===== src/rtl/rob_banked.sv =====
// Banked reorder buffer: NBANK uops per row, in-order row commit, branch kill/resolve
// by mask, and precise exceptions that commit the older part of the head row.
module rob_banked #(
  parameter int NBANK     = 4,
  parameter int WIDTH_TAG = 3,
  parameter int WIDTH_REG = 7,
  parameter int WIDTH_BRM = 4,
  parameter int NWB       = 2,
  parameter int WIDTH_IDX = WIDTH_TAG + $clog2(NBANK)
) (
  input  logic                         i_clk,
  input  logic                         i_rst_n,
  input  logic                         i_dis_we,
  input  logic [31:0]                  i_dis_pc,
  input  logic [NBANK-1:0]             i_dis_valid,
  input  logic [NBANK*WIDTH_BRM-1:0]   i_dis_brm,
  input  logic [NBANK*WIDTH_REG-1:0]   i_dis_prd,
  output logic                         o_dis_ready,
  output logic [WIDTH_TAG-1:0]         o_dis_tag,
  input  logic [NWB-1:0]               i_wb_en,
  input  logic [NWB*WIDTH_IDX-1:0]     i_wb_idx,
  input  logic [NWB-1:0]               i_wb_exc,
  input  logic                         i_kill_en,
  input  logic [WIDTH_BRM-1:0]         i_kill_brm,
  input  logic                         i_brok_en,
  input  logic [WIDTH_BRM-1:0]         i_brok_brm,
  output logic                         o_com_en,
  output logic [NBANK-1:0]             o_com_mask,
  output logic [NBANK*WIDTH_REG-1:0]   o_com_prd,
  output logic                         o_exc_en,
  output logic [31:0]                  o_exc_pc
);

  localparam int DEPTH      = 2 ** WIDTH_TAG;
  localparam int WIDTH_BANK = $clog2(NBANK);

  logic [31:0]                         pc_q    [DEPTH];
  logic [31:0]                         pc_d    [DEPTH];
  logic [NBANK-1:0]                    valid_q [DEPTH];
  logic [NBANK-1:0]                    valid_d [DEPTH];
  logic [NBANK-1:0]                    busy_q  [DEPTH];
  logic [NBANK-1:0]                    busy_d  [DEPTH];
  logic [NBANK-1:0]                    exc_q   [DEPTH];
  logic [NBANK-1:0]                    exc_d   [DEPTH];
  logic [NBANK-1:0][WIDTH_BRM-1:0]     brm_q   [DEPTH];
  logic [NBANK-1:0][WIDTH_BRM-1:0]     brm_d   [DEPTH];
  logic [NBANK-1:0][WIDTH_REG-1:0]     prd_q   [DEPTH];
  logic [NBANK-1:0][WIDTH_REG-1:0]     prd_d   [DEPTH];
  logic [WIDTH_TAG-1:0]                head_q, head_d, tail_q, tail_d;
  logic [WIDTH_TAG:0]                  count_q, count_d;

  logic [NBANK-1:0]                    head_valid, head_exc_vec, low_mask;
  logic [WIDTH_BANK-1:0]               exc_bank;
  logic                                head_complete, head_has_exc;
  logic                                commit_row, flush, dis_fire;
  logic [WIDTH_BRM-1:0]                kill_bits, brok_bits;
  logic [NBANK-1:0][WIDTH_BRM-1:0]     dis_brm;
  logic [WIDTH_TAG-1:0]                wb_row  [NWB];
  logic [WIDTH_BANK-1:0]               wb_bank [NWB];

  genvar gi;
  generate
    for (gi = 0; gi < NWB; gi++) begin : g_wb_split
      assign wb_row[gi]  = i_wb_idx[gi*WIDTH_IDX+WIDTH_BANK +: WIDTH_TAG];
      assign wb_bank[gi] = i_wb_idx[gi*WIDTH_IDX +: WIDTH_BANK];
    end
  endgenerate

  assign o_dis_ready = (count_q != (WIDTH_TAG+1)'(DEPTH));
  assign o_dis_tag   = tail_q;
  assign dis_fire    = i_dis_we && o_dis_ready;
  assign kill_bits   = i_kill_en ? i_kill_brm : '0;
  assign brok_bits   = i_brok_en ? i_brok_brm : '0;
  assign dis_brm     = i_dis_brm;

  // Head-row evaluation drives every output; nothing here looks at inputs.
  always_comb begin
    head_valid    = valid_q[head_q];
    head_exc_vec  = valid_q[head_q] & exc_q[head_q];
    head_complete = (count_q != '0) && ((valid_q[head_q] & busy_q[head_q]) == '0);
    head_has_exc  = |head_exc_vec;
    exc_bank      = '0;
    for (int k = NBANK-1; k >= 0; k--) begin
      if (head_exc_vec[k]) exc_bank = WIDTH_BANK'(k);
    end
    low_mask = '0;
    for (int k = 0; k < NBANK; k++) begin
      if (WIDTH_BANK'(k) < exc_bank) low_mask[k] = 1'b1;
    end
    commit_row = head_complete && !head_has_exc;
    flush      = head_complete && head_has_exc;
    o_com_en   = head_complete && (!head_has_exc || exc_bank != '0);
    o_com_mask = '0;
    if (head_complete) o_com_mask = head_has_exc ? (head_valid & low_mask) : head_valid;
    o_exc_en = flush;
    o_exc_pc = '0;
    if (flush) o_exc_pc = pc_q[head_q] + {{(30-WIDTH_BANK){1'b0}}, exc_bank, 2'b00};
    o_com_prd = '0;
    for (int k = 0; k < NBANK; k++) begin
      if (o_com_mask[k]) o_com_prd[k*WIDTH_REG +: WIDTH_REG] = prd_q[head_q][k];
    end
  end

  always_comb begin
    pc_d    = pc_q;
    valid_d = valid_q;
    busy_d  = busy_q;
    exc_d   = exc_q;
    brm_d   = brm_q;
    prd_d   = prd_q;
    head_d  = head_q;
    tail_d  = tail_q;
    count_d = count_q + (WIDTH_TAG+1)'(dis_fire) - (WIDTH_TAG+1)'(commit_row);

    for (int p = 0; p < NWB; p++) begin
      if (i_wb_en[p] && valid_q[wb_row[p]][wb_bank[p]]) begin
        busy_d[wb_row[p]][wb_bank[p]] = 1'b0;
        exc_d[wb_row[p]][wb_bank[p]]  = exc_d[wb_row[p]][wb_bank[p]] | i_wb_exc[p];
      end
    end

    // Kill is applied after write-back so it wins on the same slot.
    for (int r = 0; r < DEPTH; r++) begin
      for (int k = 0; k < NBANK; k++) begin
        if (valid_q[r][k] && ((brm_q[r][k] & kill_bits) != '0)) begin
          valid_d[r][k] = 1'b0;
          busy_d[r][k]  = 1'b0;
        end
        brm_d[r][k] = brm_q[r][k] & ~brok_bits;
      end
    end

    if (commit_row) begin
      valid_d[head_q] = '0;
      busy_d[head_q]  = '0;
      exc_d[head_q]   = '0;
      head_d          = head_q + WIDTH_TAG'(1);
    end

    if (dis_fire) begin
      pc_d[tail_q]    = i_dis_pc;
      valid_d[tail_q] = i_dis_valid;
      busy_d[tail_q]  = i_dis_valid;
      exc_d[tail_q]   = '0;
      prd_d[tail_q]   = i_dis_prd;
      for (int k = 0; k < NBANK; k++) brm_d[tail_q][k] = dis_brm[k] & ~brok_bits;
      tail_d = tail_q + WIDTH_TAG'(1);
    end

    // Exception flush discards everything younger, including this cycle's dispatch.
    if (flush) begin
      for (int r = 0; r < DEPTH; r++) begin
        valid_d[r] = '0;
        busy_d[r]  = '0;
        exc_d[r]   = '0;
      end
      tail_d  = head_q;
      count_d = '0;
    end
  end

  always_ff @(posedge i_clk or negedge i_rst_n) begin
    if (!i_rst_n) begin
      head_q  <= '0;
      tail_q  <= '0;
      count_q <= '0;
      for (int r = 0; r < DEPTH; r++) begin
        valid_q[r] <= '0;
        busy_q[r]  <= '0;
        exc_q[r]   <= '0;
      end
    end else begin
      head_q  <= head_d;
      tail_q  <= tail_d;
      count_q <= count_d;
      valid_q <= valid_d;
      busy_q  <= busy_d;
      exc_q   <= exc_d;
    end
  end

  always_ff @(posedge i_clk) begin
    pc_q  <= pc_d;
    brm_q <= brm_d;
    prd_q <= prd_d;
  end

endmodule


===== config.mk =====
export PLATFORM = sky130hd
export DESIGN_NAME = rob_banked
export DESIGN_NICKNAME = d
export VERILOG_FILES = /design/src/rtl/rob_banked.sv
export SDC_FILE = /design/constraint.sdc
export NUM_CORES = 1
export LEC_CHECK = 0
export CAP_MARGIN = 25
export CORE_ASPECT_RATIO = 0.7
export CORE_UTILIZATION = 45
export CTS_CLUSTER_SIZE = 40
export DETAILED_ROUTE_END_ITERATION = 10
export PLACE_DENSITY = 0.62
export SYNTH_ARGS = -nofsm -noshare
export SYNTH_HDL_FRONTEND = slang
export SYNTH_SLANG_ARGS = --single-unit

===== constraint.sdc =====
create_clock -name i_clk -period 9.35 [get_ports i_clk]
set_input_delay 1.87 -clock i_clk [delete_from_list [all_inputs] [get_ports i_clk]]
set_output_delay 1.87 -clock i_clk [all_outputs]
set_load 0.03 [all_outputs]

==> impl_results.rst <==
.. list-table::
   :header-rows: 1

   * - Metric
     - Value
   * - Number of standard cells after synthesis
     - 2712
   * - Relative contribution of sequential cells to total power
     - 35.9%
   * - Drt first pass iters
     - 7
   * - Portion of total power attributed to combinational logic
     - about 40%
   * - Top FF cell, synth
     - sky130_fd_sc_hd__edfxtp_1
   * - Post-Synth Adder-Cell Area
     - 0.512%
   * - Clock Sinks
     - just over 700
   * - Pin count of the biggest net entering global routing
     - 75
   * - Post-CTS Setup Inserts
     - 0
   * - Worst endpoint required time
     - between 7 and 8 ns
   * - Outcome
     - complete, no violations
   * - Leakage Power
     - 12.7 nW
   * - Avg Cell Area, Syn
     - 11.9 um2
   * - HPWL reported at the end of detailed placement
     - 73.2 mm
   * - Hold_buf cts
     - 0
   * - Min Tclk post-route
     - 7.86 ns
   * - Area inside the core boundary
     - 70300 um2
   * - Worst hold stages
     - 2
   * - Filler cells
     - 6001
   * - Critical path capture point type
     - output pin
   * - Post-detailed-route DRC marker count
     - 0
   * - Height of the die
     - approximately 230 um
   * - Number of warnings issued by yosys
     - 0
   * - Area of the mapped netlist
     - 32300 um2
   * - Vias in the first global route
     - 22800
   * - Compound-cell area share of the yosys netlist
     - 14.5%
   * - Slew at the pin closest to its max-slew limit
     - 1.28 ns
   * - Worst supply voltage drop on vdd
     - 0.187 mV
   * - Area delta synth->final
     - 14.8%
   * - Most frequent cell on the critical path
     - sky130_fd_sc_hd__nand3_1
   * - Slowest cell delay on critical path
     - just under 1 ns
   * - Ratio of cells with drive above 1 in the final layout
     - between 10 and 15%
   * - Post-synthesis async set-or-reset flop share
     - 14.8%
   * - Via/cell ratio
     - between 6 and 7
   * - Register area
     - 19600 um2
   * - TritonCTS clock tree
     - built
   * - Share of synthesized cell area in and, or, nand and nor gates
     - approximately 13%
   * - Boundary Pins
     - 177
   * - DRT met1 WL
     - 49.1 mm
   * - Cell count along the critical path
     - 13
   * - Normalized max-slew margin
     - approximately 15%
   * - Drt first-iter violations
     - between 3000 and 4000
   * - Wire length of the first global-routing pass
     - 161 mm
   * - Total routing usage reported by global routing
     - 30.5%
   * - Clock skew after layout
     - about 0.024 ns
   * - Maximum fanout along the worst path
     - 61
   * - Register bit total from synthesis
     - around 710
   * - Number of enable flip-flop cells after synthesis
     - 480
   * - Highest metal layer with signal wires
     - met5
   * - PnR Total Power
     - 12.3 mW
   * - Class of the most critical setup path
     - flop to output pin
   * - CP cell instances
     - clkinv_1 -> nand2_1 -> o22ai_1 -> nor4_1 -> ha_1 -> fa_1 -> nand3_1 -> nor4b_4 -> and2_1 -> nand3_1 -> xor2_1 -> nor2_1 -> clkdlybuf4s50_1
   * - Floorplan die width
     - 322 um
   * - Hold WC Path Type
     - flop to flop
   * - Clock latency of the later-clocked register in the worst-skew pair
     - roughly 0.64 ns
   * - Max H-tree Level
     - 3
   * - Number of instances resized during post-cts repair
     - 0
   * - Antenna violations before repair
     - 5
   * - CP Launch Type
     - flop
   * - Max Buffers Root-to-Sink
     - 3
   * - Net count reported at finish
     - 2942
   * - Setup repair after global routing missed its margin
     - no
   * - Number of standard-cell rows in the floorplan
     - 81
   * - Crit path arrival time
     - 5.99 ns
   * - Setup TNS Final
     - 0 ns
   * - Sequential-to-total area share from yosys stat
     - around three fifths
   * - Mux contribution to synthesized area
     - 6.35%
   * - Count of buffering cells on the critical path with inverters included
     - 2
   * - DR WL/cell
     - ~29 um
   * - Area occupied by multi-input gates
     - ~11000 um2
   * - Switching power summed over all nets
     - 5.01 mW
   * - RD Place Congestion
     - 0.976
   * - Area of the die
     - 72800 um2
   * - Syn nets
     - 2831
   * - Port Buffer Count
     - 176
   * - Root Buffer
     - sky130_fd_sc_hd__clkbuf_16
   * - Count of cells along the worst register-to-register path
     - 12
   * - Final Slew Violations
     - 0
   * - Routed Wire Length
     - roughly 110 mm
   * - Clock transition at path regs
     - 0.06 ns
   * - WL met3
     - between 10 and 15 mm
   * - Unique cell type count in the Yosys netlist
     - 102
   * - Top achievable clock speed
     - 127 MHz
   * - Post-synthesis xor/xnor area fraction
     - 0.923%
   * - Hold violation total from the final report
     - 0
   * - Flop2flop setup slack
     - 4.05 ns
   * - Fin crit share
     - 84.1%
   * - Dominant delay contributor by cell family on the critical path
     - simple AND/OR/NAND/NOR gates
   * - Number of failing setup endpoints in the final timing report
     - 0
   * - Total via count in the routed design
     - 24400
   * - Number of buffers added by the clock tree synthesis step
     - 70
   * - Max-cap violations
     - 0
   * - Design internal power
     - 7.31 mW
   * - Antenna Nets Post-Route
     - 0
   * - Portion of total power attributed to the clock network
     - 23.7%
   * - Pwr dens
     - 333 nW/um2
   * - Aggregate global routing overflow
     - 0
   * - Amount of wire on met2 after detailed routing
     - 46.4 mm
   * - Fraction of power spent switching nets
     - 40.7%
   * - Initial Util
     - 45.9%
   * - Worst path slowest cell
     - sky130_fd_sc_hd__dfrtp_4
   * - Main combinational cell family by area after synthesis
     - compound AO/OA/AOI/OAI gates
-- synthesized netlist by cell type, types with 41 or more instances --
cell	n	area, um2
sky130_fd_sc_hd__mux4_2	42	946
sky130_fd_sc_hd__o22ai_1	114	713
sky130_fd_sc_hd__edfxtp_1	480	14400
sky130_fd_sc_hd__inv_1	60	225
sky130_fd_sc_hd__nand2_1	424	1590
sky130_fd_sc_hd__mux2_2	48	541
sky130_fd_sc_hd__nand3_1	75	375
sky130_fd_sc_hd__clkbuf_1	104	390
sky130_fd_sc_hd__a21oi_1	226	1130
sky130_fd_sc_hd__a221oi_1	58	508
sky130_fd_sc_hd__o21ai_0	41	205
sky130_fd_sc_hd__dfxtp_1	128	2560
sky130_fd_sc_hd__dfrtp_1	106	2650
sky130_fd_sc_hd__nor2_1	115	432
sky130_fd_sc_hd__mux2i_1	54	541
-- power groups by stage --
stage          registers [mW]  clock network, mW  logic, mW
2_1_floorplan            4.28                  0       3.20
3_3_place_gp             4.45                  0       4.80
3_5_place_dp             4.47                  0       4.87
4_1_cts                  4.41               2.95       4.89
5_1_grt                  4.47               3.06       5.21
6_report                 4.42               2.92       4.98
-- routing by layer --
layer / vias to the layer above / GRT usage, %
met5: - / 0
met4: 2 / 7.14
met3: 168 / 9.80
met2: 1574 / 42.5
met1: 12200 / 45.7
li1: 10500 / -
-- path summary, 6_finish.rpt --
path                                  startpoint               endpoint
setup reg to reg           head_q[0]$_DFFE_PN0P_    exc_q[22]$_DFF_PN0_
hold / removal                 brm_q[81]$_DFF_P_      brm_q[81]$_DFF_P_
max in group asynchronous                i_rst_n  head_q[0]$_DFFE_PN0P_
hold reg to reg                brm_q[81]$_DFF_P_      brm_q[81]$_DFF_P_
min in group asynchronous                i_rst_n    exc_q[28]$_DFF_PN0_
setup / recovery           head_q[2]$_DFFE_PN0P_           o_exc_pc[28]
-- kinds of logic (layout without fill, tap and decap cells) --
kind of cell	count (synthesis)	in the layout
AO/OA/AOI/OAI	684	684
buffers and inverters	267	431
other	0	3
flip-flops	714	714
multiplexers	146	146
adder cells (fa/ha/maj)	12	12
XOR/XNOR	34	34
AND/OR/NAND/NOR	855	855
-- registers in the layout, indices dropped and copies added, names as in the netlist --
register,flops
exc_q,32
head_q,3
valid_q,32
prd_q,224
count_q,4
busy_q,32
brm_q,128
pc_q,256
o_dis_tag,3
-- layout make-up --
type	count	area share (%)
Clock buffer	83	4.89
Tap cell	954	3.22
Sequential cell	714	53.0
Inverter	63	0.693
Clock inverter	42	1.36
Antenna cell	3	0.0203
Timing Repair Buffer	243	6.20
Multi-Input combinational cell	1731	30.6
-- metrics by stage --
| step | utilization, % | setup slack (ns) | cell area [um2] | hold WS (ns) | instances |
|---|---|---|---|---|---|
| floorplan | - | 3.11 | 32300 | 0.436 | 2712 |
| global placement | 49.3 | 2.14 | 34700 | 0.441 | 3702 |
| detailed placement | 49.3 | 2.15 | 34700 | 0.447 | 3704 |
| CTS | 52.6 | 1.44 | 37000 | 0.456 | 3829 |
| global route | 52.7 | 1.16 | 37000 | 0.470 | 3831 |
| finish | 52.7 | 1.49 | 37000 | 0.454 | 3833 |
-- cells in the final DEF, fill, tap and decap left out, types with 54 or more instances in the layout --
master and instances:
sky130_fd_sc_hd__mux2i_1 54, sky130_fd_sc_hd__edfxtp_1 480, sky130_fd_sc_hd__buf_4 66, sky130_fd_sc_hd__nand2_1 424
sky130_fd_sc_hd__clkdlybuf4s50_1 174, sky130_fd_sc_hd__nand3_1 75, sky130_fd_sc_hd__a221oi_1 58, sky130_fd_sc_hd__o22ai_1 114
sky130_fd_sc_hd__a21oi_1 225, sky130_fd_sc_hd__dfrtp_1 103, sky130_fd_sc_hd__dfxtp_1 128, sky130_fd_sc_hd__nor2_1 115
sky130_fd_sc_hd__clkbuf_16 70
-- worst min-delay path: cells and delay by family (launching register included) --
family / cells / cell delay (ns)
compound gates: 1 / 0.05
flops: 1 / 0.31
simple gates: 1 / 0.05
Note: power is estimated with default switching activity, not from simulation.
